===== config.mk =====
export PLATFORM = sky130hd
export DESIGN_NAME = mux_nto1_pipe_flat
export DESIGN_NICKNAME = d
export VERILOG_FILES = /design/src/rtl/mux_nto1_pipe_if.sv /design/src/rtl/mux_nto1_pipe.sv /design/src/flat_wrapper.sv
export SDC_FILE = /design/constraint.sdc
export NUM_CORES = 1
export LEC_CHECK = 0
export ABC_AREA = 1
export BUFFER_PORTS_ARGS = -buffer_cell sky130_fd_sc_hd__buf_4
export CAP_MARGIN = 20
export CELL_PAD_IN_SITES_DETAIL_PLACEMENT = 0
export CELL_PAD_IN_SITES_GLOBAL_PLACEMENT = 2
export CORE_MARGIN = 2
export CORE_UTILIZATION = 24
export CTS_CLUSTER_DIAMETER = 50
export CTS_CLUSTER_SIZE = 24
export DETAILED_ROUTE_END_ITERATION = 7
export PLACE_DENSITY_LB_ADDON = 0.1
export REMOVE_ABC_BUFFERS = 1
export SKIP_LAST_GASP = 1
export SLEW_MARGIN = 20
export SYNTH_ARGS = -nofsm -noshare
export SYNTH_HDL_FRONTEND = slang
export SYNTH_SLANG_ARGS = --single-unit

===== constraint.sdc =====
create_clock -name clk -period 1.3 [get_ports clk]
set_clock_uncertainty 0.2 [all_clocks]
set_input_delay 0.39 -clock clk [delete_from_list [all_inputs] [get_ports clk]]
set_output_delay 0.39 -clock clk [all_outputs]
set_load 0.05 [all_outputs]

===== src/rtl/mux_nto1_pipe_if.sv =====
// Handshake/data bundle for mux_nto1_pipe: upstream select port, downstream valid/ready port, status.
// The slave modport is the block's view; master is the driver's view.
interface mux_nto1_pipe_if #(
    parameter int WIDTH  = 5,
    parameter int NUM_IN = 4
);
    localparam int SEL_W = (NUM_IN > 1) ? $clog2(NUM_IN) : 1;

    logic [NUM_IN*WIDTH-1:0] in_data;
    logic [SEL_W-1:0]        sel;
    logic                    in_valid;
    logic                    in_ready;
    logic [WIDTH-1:0]        out_data;
    logic                    out_valid;
    logic                    out_ready;
    logic                    sel_err;
    logic [1:0]              occupancy;

    modport master (
        output in_data, sel, in_valid, out_ready,
        input  in_ready, out_data, out_valid, sel_err, occupancy
    );

    modport slave (
        input  in_data, sel, in_valid, out_ready,
        output in_ready, out_data, out_valid, sel_err, occupancy
    );
endinterface


===== src/rtl/mux_nto1_pipe.sv =====
// N-to-1 WIDTH-bit selector feeding a 2-entry elastic buffer with a registered head output.
// Optional macro MUX_NTO1_PIPE_RANGE_CHECK_EN: out-of-range sel stores zero and sets sticky sel_err.
module mux_nto1_pipe #(
    parameter int WIDTH  = 5,
    parameter int NUM_IN = 4
) (
    input  logic              clk,
    input  logic              reset,
    mux_nto1_pipe_if.slave    bus
);
    localparam int SEL_W   = (NUM_IN > 1) ? $clog2(NUM_IN) : 1;
    localparam int NUM_PAD = 1 << SEL_W;

    typedef enum logic [1:0] {
        EMPTY = 2'd0,
        ONE   = 2'd1,
        FULL  = 2'd2
    } occ_e;

    // Table padded to a power of two so every sel code indexes a defined word.
    logic [WIDTH-1:0] word_arr [NUM_PAD];

    generate
        for (genvar gi = 0; gi < NUM_PAD; gi++) begin : g_word
            if (gi < NUM_IN) begin : g_real
                assign word_arr[gi] = bus.in_data[gi*WIDTH +: WIDTH];
            end else begin : g_pad
`ifdef MUX_NTO1_PIPE_RANGE_CHECK_EN
                assign word_arr[gi] = '0;
`else
                assign word_arr[gi] = bus.in_data[WIDTH-1:0];
`endif
            end
        end
    endgenerate

    occ_e             occ_q, occ_d;
    logic             head_q, head_d;
    logic             tail_q, tail_d;
    logic [WIDTH-1:0] mem_q [2];
    logic [WIDTH-1:0] mem_d [2];
    logic [WIDTH-1:0] out_data_q, out_data_d;
    logic             push;
    logic             pop;

    assign bus.in_ready  = (occ_q != FULL) && !reset;
    assign bus.out_valid = (occ_q != EMPTY);
    assign bus.out_data  = out_data_q;
    assign bus.occupancy = occ_q;

    assign push = bus.in_valid && bus.in_ready;
    assign pop  = bus.out_ready && (occ_q != EMPTY);

    always_comb begin
        occ_d      = occ_q;
        head_d     = head_q;
        tail_d     = tail_q;
        mem_d      = mem_q;
        out_data_d = out_data_q;

        if (push) begin
            mem_d[tail_q] = word_arr[bus.sel];
            tail_d        = ~tail_q;
        end
        if (pop) begin
            head_d = ~head_q;
        end

        case (occ_q)
            EMPTY: begin
                if (push) occ_d = ONE;
            end
            ONE: begin
                if (push && !pop)      occ_d = FULL;
                else if (pop && !push) occ_d = EMPTY;
            end
            FULL: begin
                if (pop) occ_d = ONE;
            end
            default: occ_d = EMPTY;
        endcase

        // Output register tracks the next head; it holds its last word when the buffer drains.
        if (occ_d != EMPTY) begin
            out_data_d = mem_d[head_d];
        end
    end

    always_ff @(posedge clk or posedge reset) begin
        if (reset) begin
            occ_q      <= EMPTY;
            head_q     <= 1'b0;
            tail_q     <= 1'b0;
            mem_q[0]   <= '0;
            mem_q[1]   <= '0;
            out_data_q <= '0;
        end else begin
            occ_q      <= occ_d;
            head_q     <= head_d;
            tail_q     <= tail_d;
            mem_q      <= mem_d;
            out_data_q <= out_data_d;
        end
    end

`ifdef MUX_NTO1_PIPE_RANGE_CHECK_EN
    logic sel_oor;
    logic sel_err_q, sel_err_d;

    generate
        if (NUM_PAD == NUM_IN) begin : g_oor_none
            assign sel_oor = 1'b0;
        end else begin : g_oor_cmp
            assign sel_oor = ({1'b0, bus.sel} >= (SEL_W+1)'(NUM_IN));
        end
    endgenerate

    always_comb begin
        sel_err_d = sel_err_q | (push & sel_oor);
    end

    always_ff @(posedge clk or posedge reset) begin
        if (reset) sel_err_q <= 1'b0;
        else       sel_err_q <= sel_err_d;
    end

    assign bus.sel_err = sel_err_q;
`else
    assign bus.sel_err = 1'b0;
`endif

endmodule


===== src/flat_wrapper.sv =====
// flat-port wrapper written by rule: the top's interface ports become plain ports
module mux_nto1_pipe_flat 
#(
    parameter int WIDTH  = 5,
    parameter int NUM_IN = 4
)
  (clk, reset, bus_in_data, bus_sel, bus_in_valid, bus_out_ready, bus_in_ready, bus_out_data, bus_out_valid, bus_sel_err, bus_occupancy);
  mux_nto1_pipe_if #(.WIDTH(WIDTH), .NUM_IN(NUM_IN)) bus_i ();
  input  logic clk;
  input  logic reset;
  input wire logic [$bits(bus_i.in_data)-1:0] bus_in_data;
  input wire logic [$bits(bus_i.sel)-1:0] bus_sel;
  input wire logic [$bits(bus_i.in_valid)-1:0] bus_in_valid;
  input wire logic [$bits(bus_i.out_ready)-1:0] bus_out_ready;
  output wire logic [$bits(bus_i.in_ready)-1:0] bus_in_ready;
  output wire logic [$bits(bus_i.out_data)-1:0] bus_out_data;
  output wire logic [$bits(bus_i.out_valid)-1:0] bus_out_valid;
  output wire logic [$bits(bus_i.sel_err)-1:0] bus_sel_err;
  output wire logic [$bits(bus_i.occupancy)-1:0] bus_occupancy;
  assign bus_i.in_data = bus_in_data;
  assign bus_i.sel = bus_sel;
  assign bus_i.in_valid = bus_in_valid;
  assign bus_i.out_ready = bus_out_ready;
  assign bus_in_ready = bus_i.in_ready;
  assign bus_out_data = bus_i.out_data;
  assign bus_out_valid = bus_i.out_valid;
  assign bus_sel_err = bus_i.sel_err;
  assign bus_occupancy = bus_i.occupancy;
  mux_nto1_pipe #(.WIDTH(WIDTH), .NUM_IN(NUM_IN)) u_core (.clk(clk), .reset(reset), .bus(bus_i));
endmodule

==> out/qor.tcl, run 1 <==
set qor(status) {complete, but fails checks}
set qor(failed_checks) {setup timing}
set qor(timing.setup.tns_ns) -4.92
set qor(area.growth.synth_to_final_pct) 74.4
set qor(cellPowerDensity_nw_per_um2) 1510
set qor(fin_cells) 306
set qor(grt_pass1_wl_mm) 5.43
set qor(fp.dieArea_um2) 5500
set qor(synthMuxAreaShare_pct) 0
set qor(grt_overflow) 0
set qor(synth-seq-area-share_pct) 40.2
set qor(routed_via_density) 4.14
set qor(clock_tree_from_tritoncts) {done}
set qor(drt_first_pass_iters) 4
set qor(multi_input_area_um2) 753
set qor(hpwlAfterDp_mm) 2.57
set qor(main_combinational_cell_family_by_area_after_synthesis) {simple AND/OR/NAND/NOR gates}
set qor(drc_errors) 0
set qor(min-delay-path-class) {in -> async}
set qor(synth_fa_ha_area_share_pct) 0
set qor(clkSlewWorstSetupHoldPaths_ns) 0.07
set qor(yosys.area_share.xor_xnor_pct) 0
set qor(post_synth_and_or_nand_nor_area_fraction_pct) 47.4
set qor(grt_max_degree) 14
set qor(finalInstanceArea_um2) 2060
set qor(cts.path.max_buffers) 2
set qor(finalCriticalPeriod_ns) 1.68
set qor(htree_depth) 1
set qor(yosysWarningCount) 0
set qor(die_outline_height_um) 74.2
set qor(final_core_occ_pct) 43.7
set qor(drive_above_1_share_pct) 49.8
set qor(initial_utilization_pct) 25.0
set qor(final.period_utilization_pct) 129
set qor(whs_ns) 0.118
set qor(floorplan.io_pins) 36
set qor(initialDrtViolationCount) 21
set qor(syn_avg_cell_area_um2) 6.91
set qor(globalplace.congestion) 0.748
set qor(max_clock_freq_mhz) 596
set qor(placed_cell_area_um2) 1640
set qor(hold_viol) 0
set qor(final-seq-area_um2) 477
set qor(syn_area_um2) 1180
set qor(slowest_delay_ns) 0.49
set qor(cp_cell_sequence) {a21oi_4, buf_6}
set qor(synth.distinct_cells) 18
set qor(chipWidth_um) 74.2
set qor(timing.critical_path.slowest_stage_cell) {dfrtp_2}
set qor(reg2reg_slack_ns) -0.31
set qor(worstSkewPairLatency_ns) 0.25
set qor(final_antenna_net_count) 0
set qor(async_flop_share_pct) 100
set qor(ys_seq_elements) 19
set qor(clock_tree.root_cell) {clkbuf_8}
set qor(timing.critical_path.to_type) {output port}
set qor(post_drt_wl_per_cell_um) 10.9
set qor(rsz_0062_raised_after_global_routing) {yes}
set qor(syn-instance-count) 171
set qor(fillerInstances) 485
set qor(cp_data_required_time_ns) 0.71
set qor(power.total_mw) 3.11
set qor(number_of_antenna_violations_at_the_first_check_in_global_routing) 0
set qor(prevailing_post_synth_register_cell) {dfrtp_1}
set qor(crit_arrival_ns) 1.09
set qor(dp_worst_setup_slack_ns) -0.463
set qor(vdd_ir_drop_max_v) 0.000811
set qor(numCtsBuffers) 3
set qor(finalSetupViolations) 26
set qor(worst_path_setup_slack_after_routing_ns) -0.378
set qor(synth_compound_gate_area_share_pct) 0.847
set qor(worst_setup_path_start_kind) {flip-flop}
set qor(num_rows) 25
set qor(dp.cells) 287
set qor(critPathKind) {reg -> out}
set qor(cap_violations) 0
set qor(grt_util_all_layers_pct) 12.9
set qor(synth_enable_flop_cells) 0
set qor(finalMaxSlewViolations) 0
set qor(cp_max_fo) 5
set qor(num_vias) 1268
set qor(clock_sinks) 19
set qor(final_nets) 266
set qor(placeableCoreArea_um2) 4720
set qor(postRouteWirelength_mm) 3.32
set qor(leakagePower_nw) 1.17
set qor(antennaDiodeCount) 0
set qor(port_bufs) 34
set qor(via_count_of_the_first_global_routing_pass) 1249
[cells by family after synthesis]
kind of cell,Yosys count
buf+inv,34
other cells,1
simple gates,115
flops,19
compound gates,2
[worst max-delay path: cells and delay by family (launching register included)]
family                 cells  cell delay [ns]
buffers and inverters      1             0.17
AO/OA/AOI/OAI              1             0.18
flip-flops                 1             0.49
[cell usage in the layout (no fill, tap or decap)]
| cell type | netlist | layout |
|---|---|---|
| clkbuf_8 | 0 | 3 |
| nand2_4 | 2 | 11 |
| inv_4 | 0 | 1 |
| inv_1 | 28 | 25 |
| dfrtp_2 | 0 | 1 |
| buf_12 | 0 | 1 |
| nand4_4 | 0 | 1 |
| conb_1 | 1 | 1 |
| nand4_1 | 6 | 6 |
| a21oi_4 | 0 | 2 |
| buf_6 | 0 | 15 |
| nand3_4 | 2 | 3 |
| nand3_2 | 1 | 10 |
| nand2_2 | 6 | 13 |
| nand2_1 | 70 | 54 |
| dfrtp_1 | 19 | 18 |
| nor2_4 | 1 | 2 |
| clkinv_2 | 0 | 1 |
| buf_8 | 0 | 2 |
| buf_4 | 1 | 48 |
| inv_2 | 3 | 5 |
| clkinv_1 | 1 | 1 |
| nand3_1 | 25 | 15 |
[where the power goes]
group          switching [mW]  internal [mW]
registers               0.109          0.807
logic                    1.01          0.762
clock network           0.205          0.213
total                    1.33           1.78
[registers in the layout (all words and copies together) (netlist names)]
| register | count |
|---|---|
| u_core.bus.occupancy | 2 |
| u_core.bus.out_data | 5 |
| u_core.mem_q | 10 |
| u_core.head_q | 1 |
| u_core.tail_q | 1 |
[synth_stat cells (2+ instances only)]
master   count  share of area (%)
a21oi_1      2               0.85
dfrtp_1     19                 40
inv_1       28                8.9
inv_2        3               0.95
nand2_1     70                 22
nand2_2      6                3.2
nand2_4      2                1.9
nand3_1     25                 11
nand3_4      2                3.0
nand4_1      6                3.2
[area by class of cell]
class                   count  share of cell area (%)
clock buffers               3                    2.00
inverters                  32                    5.95
well taps                  67                    4.07
flip-flops and latches     19                    23.1
clock inverters             1                   0.243
repair buffers             66                    28.1
multi-input cells         118                    36.5
[layer usage]
| layer | vias to the layer above | GRT usage (%) | share of wire, % |
|---|---|---|---|
| met5 | - | 0 | 0 |
| met4 | 0 | 3.23 | 0.51 |
| met3 | 2 | 2.85 | 3.1 |
| met2 | 18 | 21.6 | 50 |
| met1 | 582 | 16.8 | 47 |
| li1 | 666 | - | - |
[what timing repair did]
item	4_1_cts	5_1_grt
setup buffers	10	5
pin swaps	11	11
hold buffers	0	0
endpoints found under the setup margin	26	28
resized for setup	39	27
[final timing paths]
| kind | start | end | cells after the start |
|---|---|---|---|
| min | reset | u_core.tail_q$_DFFE_PP0P_ | 3 |
| min reg2reg | u_core.mem_q[1]$_DFF_PP0_ | u_core.mem_q[1]$_DFF_PP0_ | 2 |
| max | u_core.bus.occupancy[1]$_DFF_PP0_ | bus_in_ready | 2 |
| max reg2reg | u_core.bus.occupancy[1]$_DFF_PP0_ | u_core.bus.out_data[0]$_DFFE_PP0P_ | 8 |
| max in group asynchronous | reset | u_core.bus.occupancy[1]$_DFF_PP0_ | 3 |
| min in group clk | u_core.mem_q[1]$_DFF_PP0_ | u_core.mem_q[1]$_DFF_PP0_ | 2 |
No activity file was read; power rests on OpenSTA's default activity.
==> run 2, diff against run 1 <==
Settings changed: CORE_MARGIN 2 to not set.
==> run 2 against run 1 <==
  * The run still ends with setup timing left
  * Combinational power is 12% lower
  * Non-clock buffer count is 4 lower
  * Core utilization is 4.5 points lower
  * Sequential share of layout area is 2.7 points higher
  * Sequential power hardly changed
  * Largest power group unchanged
==> out/qor.tcl, run 2 (synthesized netlist as in run 1, its figures left out) <==
set qor(status) {complete, but fails checks}
set qor(failed_checks) {setup timing}
set qor(chipWidth_um) 72.2
set qor(placeableCoreArea_um2) 4720
set qor(drive_above_1_share_pct) 37.4
set qor(vdd_ir_drop_max_v) 0.000905
set qor(rsz_0062_raised_after_global_routing) {yes}
set qor(final.period_utilization_pct) 125
set qor(num_rows) 25
set qor(routed_via_density) 4.12
set qor(worstSetupEndpoint) {bus_in_ready}
set qor(power.total_mw) 2.88
set qor(largest_reg_flops) 10
set qor(initial_utilization_pct) 25.0
set qor(area.growth.synth_to_final_pct) 56.4
set qor(final_antenna_net_count) 0
set qor(layout.cells.most_common) {nand2_1}
set qor(hold_viol) 0
set qor(grt_pass1_wl_mm) 5.42
set qor(switching_power_mw) 1.21
set qor(globalplace.congestion) 0.770
set qor(worst_setup_path_start_kind) {flip-flop}
set qor(grt_overflow) 0
set qor(max_clock_freq_mhz) 613
set qor(share_clk_of_total_power_pct) 14.2
set qor(fin_cells) 302
set qor(dp_worst_setup_slack_ns) -0.535
set qor(route.met2.wl_mm) 1.52
set qor(cp_max_fo) 5
set qor(worst_setup_path_startpoint) {u_core.bus.occupancy[1]$_DFF_PP0_}
set qor(leakagePower_nw) 1.08
set qor(final_nets) 262
set qor(crit_arrival_ns) 1.04
set qor(met1_length_mm) 1.60
set qor(postRouteWirelength_mm) 3.23
set qor(reg2reg_slack_ns) -0.26
set qor(cellPowerDensity_nw_per_um2) 1560
set qor(timing.critical_path.to_type) {output port}
set qor(critPathKind) {reg -> out}
set qor(htree_depth) 1
set qor(port_bufs) 34
set qor(timing.setup.tns_ns) -3.47
set qor(worstSkewPairLatency_ns) 0.25
set qor(power.sequential.fraction_pct) 31.7
set qor(initialDrtViolationCount) 30
set qor(layout_common_cells) {nand2_1 (68), buf_4 (52), inv_1 (27), nand3_1 (25), dfrtp_1 (18)}
set qor(min-delay-path-class) {in -> async}
set qor(grt_max_degree) 14
set qor(clkSlewWorstSetupHoldPaths_ns) 0.07
set qor(worst-r2r-cell-count) 7
set qor(num_vias) 1245
set qor(wl_met3_um) 94
set qor(finalInstanceArea_um2) 1850
set qor(fillerInstances) 512
set qor(drc_errors) 0
set qor(clock_tree_from_tritoncts) {done}
set qor(max_flop_register) {u_core.mem_q}
set qor(dp.cells) 289
set qor(switching_share_of_power_pct) 41.8
set qor(timing.rr.start) {u_core.bus.occupancy[1]$_DFF_PP0_}
set qor(whs_ns) 0.141
set qor(worst_path_setup_slack_after_routing_ns) -0.330
set qor(comb_power_share_pct) 54.1
set qor(numCtsBuffers) 3
set qor(clock_tree.root_cell) {clkbuf_8}
set qor(cts.path.max_buffers) 2
set qor(finalSetupViolations) 24
set qor(finalCriticalPeriod_ns) 1.63
set qor(fp.dieArea_um2) 5210
set qor(die_outline_height_um) 72.2
set qor(topRoutingLayerUsed) {met4}
set qor(post_drt_wl_per_cell_um) 10.7
set qor(clock_sinks) 19
set qor(placed_cell_area_um2) 1650
set qor(final_core_occ_pct) 39.2
set qor(hpwlAfterDp_mm) 2.58
set qor(timing.rr.end) {u_core.bus.out_data[0]$_DFFE_PP0P_}
set qor(finalMaxSlewViolations) 0
set qor(drt_first_pass_iters) 4
set qor(cap_violations) 0
set qor(grt_util_all_layers_pct) 13.6
set qor(floorplan.io_pins) 36
set qor(number_of_antenna_violations_at_the_first_check_in_global_routing) 0
set qor(via_count_of_the_first_global_routing_pass) 1201
set qor(antennaDiodeCount) 0
set qor(intPower_mw) 1.68
set qor(cp_data_required_time_ns) 0.71
-- run 2: metal layers --
metal  global-route usage (%)  vias up
met3                     2.92        2
met2                     22.8       17
met5                        0        -
met1                     18.1      569
met4                     2.61        0
li1                         -      657
-- run 2: power groups by stage --
stage	Sequential, mW	Clock (mW)	Combinational, mW
2_1_floorplan	1.18	0	0.589
3_3_place_gp	0.911	0	1.36
3_5_place_dp	0.912	0	1.37
4_1_cts	0.913	0.435	1.54
5_1_grt	0.939	0.461	1.72
6_report	0.914	0.410	1.56
-- run 2: timing repair --
item                                   in CTS  in global routing
hold buffers                                1                  0
cloned                                      0                  0
resized for setup                          19                  2
pin swaps                                   4                  2
endpoints found under the hold margin       1                  0
buffers inserted                            6                  2
setup endpoints to repair                  26                 27
-- run 2: worst min-delay path by stage --
stage / startpoint / to / depth (start not counted)
after global routing: reset / u_core.mem_q[8]$_DFF_PP0_ / 3
after detailed placement: reset / u_core.tail_q$_DFFE_PP0P_ / 2
final: reset / u_core.mem_q[8]$_DFF_PP0_ / 3
after CTS: reset / u_core.mem_q[8]$_DFF_PP0_ / 3
after global placement: reset / u_core.tail_q$_DFFE_PP0P_ / 2
after floorplan: reset / u_core.bus.occupancy[0]$_DFF_PP0_ / 1
-- run 2: cell type report --
type                       count  area, um2  share of cell area, %
clock buffer                   3       41.3                   2.23
clock inverter                 1       5.00                  0.271
inverter                      32        123                   6.63
multi-input combinational    118        618                   33.4
sequential                    19        477                   25.8
tap                           67       83.8                   4.53
timing repair buffer          62        502                   27.1
-- run 2: worst max-delay path, stage by stage (launching register included) --
cell,delay (ns)
dfrtp_2,0.45
a21oi_2,0.16
buf_6,0.18
==> run 3, diff against run 2 <==
Settings changed: CELL_PAD_IN_SITES_GLOBAL_PLACEMENT 2 to 1, CORE_UTILIZATION 24 to 31.
==> run 3 against run 2 <==
  * The run still ends with setup timing left
  * Critical path type unchanged
  * Final cell count down 3.6%
  * Clock-buffer cell count rose by 1
  * Largest cell class unchanged
  * Clock power about the same
  * Combinational power is 17% higher
==> out/qor.tcl, run 3 (synthesized netlist as in run 1, its figures left out) <==
set qor(initialDrtViolationCount) 41
set qor(cp_max_fo) 5
set qor(layout.cells.most_common) {nand2_1}
set qor(finalMaxSlewViolations) 0
set qor(clock_tree_from_tritoncts) {done}
set qor(drt_first_pass_iters) 4
set qor(floorplan.io_pins) 36
set qor(clkSlewWorstSetupHoldPaths_ns) 0.07
set qor(layout_common_cells) {nand2_1 (57), buf_4 (52), inv_1 (27), dfrtp_1 (18), buf_6 (15)}
set qor(post_drt_wl_per_cell_um) 12.4
set qor(timing.rr.start) {u_core.bus.occupancy[0]$_DFF_PP0_}
set qor(largest_reg_flops) 10
set qor(worst_setup_path_start_kind) {flip-flop}
set qor(number_of_antenna_violations_at_the_first_check_in_global_routing) 0
set qor(max_flop_register) {u_core.mem_q}
set qor(failed_checks) {setup timing}
set qor(placed_cell_area_um2) 1620
set qor(grt_max_degree) 13
set qor(grt_util_all_layers_pct) 19.5
set qor(leakagePower_nw) 1.19
set qor(via_count_of_the_first_global_routing_pass) 1398
set qor(finalInstanceArea_um2) 2060
set qor(fin_cells) 291
set qor(final-seq-area_um2) 477
set qor(final_antenna_net_count) 0
set qor(numCtsBuffers) 3
set qor(min-delay-path-class) {in -> async}
set qor(placeableCoreArea_um2) 3660
set qor(initial_utilization_pct) 32.3
set qor(hold_viol) 0
set qor(dp_worst_setup_slack_ns) -0.449
set qor(timing.critical_path.to_type) {output port}
set qor(grt_pass1_wl_mm) 6.08
set qor(max_clock_freq_mhz) 597
set qor(multi_input_area_um2) 747
set qor(cap_violations) 0
set qor(finalCriticalPeriod_ns) 1.67
set qor(timing.critical_path.slowest_stage_cell) {dfrtp_2}
set qor(vdd_ir_drop_max_v) 0.00103
set qor(status) {complete, but fails checks}
set qor(postRouteWirelength_mm) 3.60
set qor(critPathKind) {reg -> out}
set qor(rsz_0062_raised_after_global_routing) {yes}
set qor(drc_errors) 0
set qor(crit_arrival_ns) 1.08
set qor(cellPowerDensity_nw_per_um2) 1530
set qor(clock_sinks) 19
set qor(globalplace.congestion) 0.825
set qor(hpwlAfterDp_mm) 2.44
set qor(fillerInstances) 356
set qor(routed_via_density) 4.57
set qor(grt_overflow) 0
set qor(port_bufs) 34
set qor(fp.dieArea_um2) 4070
set qor(cp_cell_sequence) {a21oi_4, buf_6}
set qor(slowest_delay_ns) 0.49
set qor(timing.setup.tns_ns) -5.43
set qor(power.total_mw) 3.15
set qor(worstSkewPairLatency_ns) 0.26
set qor(worst_path_setup_slack_after_routing_ns) -0.374
set qor(worst_setup_path_startpoint) {u_core.bus.occupancy[1]$_DFF_PP0_}
set qor(drive_above_1_share_pct) 48.6
set qor(cts.path.max_buffers) 2
set qor(final.period_utilization_pct) 129
set qor(final_nets) 270
set qor(die_outline_height_um) 63.8
set qor(clock_tree.root_cell) {clkbuf_8}
set qor(num_rows) 22
set qor(num_vias) 1331
set qor(htree_depth) 1
set qor(chipWidth_um) 63.8
set qor(cp_data_required_time_ns) 0.71
set qor(area.growth.synth_to_final_pct) 74.5
set qor(antennaDiodeCount) 0
set qor(dp.cells) 269
set qor(finalSetupViolations) 27
==> run 3: cell count changes in the layout (fill, tap and decap cells not counted), moves of 5 or more <==
cell,change
nand2_1,-11
buf_6,+6
nand2_4,+5
nand3_1,-11
nand2_2,+5
nand3_2,+11
==> run 3: repair_timing <==
item	CTS	global route
setup buffers	15	3
pin swaps	13	13
setup endpoints to repair	26	28
gates resized for setup	47	15
hold buffers	0	0
==> run 3: path summary, 6_finish.rpt <==
path                                                           end  slack [ns]  cells past startpoint
worst min register to register           u_core.mem_q[2]$_DFF_PP0_        0.29                      2
max in group asynchronous        u_core.bus.occupancy[1]$_DFF_PP0_        0.55                      3
worst min-delay path            u_core.bus.out_data[2]$_DFFE_PP0P_        0.15                      3
worst max register to register  u_core.bus.out_data[1]$_DFFE_PP0P_       -0.30                      9
min in group clk                         u_core.mem_q[2]$_DFF_PP0_        0.29                      2
worst max-delay path                                  bus_in_ready       -0.37                      2
==> run 3: metal layers <==
layer	vias up	global-route usage [%]	wire [um]
li1	669	-	-
met1	614	22.8	1500
met2	39	32.3	1890
met3	9	4.46	137
met4	0	11.6	74
met5	-	0	0
==> run 3: critical path: cells and delay by family (launching register included) <==
kind / cells / cell delay [ns]
buffers and inverters: 1 / 0.17
DFF: 1 / 0.49
AOI/OAI and AO/OA: 1 / 0.17
==> run 3: layout make-up <==
class | instances | share of cell area (%)
multi-input combinational | 118 | 36.2
inverter | 32 | 6.06
clock buffer | 4 | 2.18
sequential | 19 | 23.1
timing repair buffer | 70 | 29.5
tap | 48 | 2.91
==> run 3: where the power goes <==
part	internal, mW	switching (mW)	leakage, nW
clock network	0.218	0.194	0.0228
logic	0.778	1.04	0.928
registers	0.808	0.117	0.236
==> run 3: metrics by stage <==
step / utilization (%) / hold slack [ns]
floorplan: - / 0.196
global placement: 44.3 / 0.258
detailed placement: 44.3 / 0.261
CTS: 53.9 / 0.115
global route: 56.4 / 0.172
finish: 56.4 / 0.150
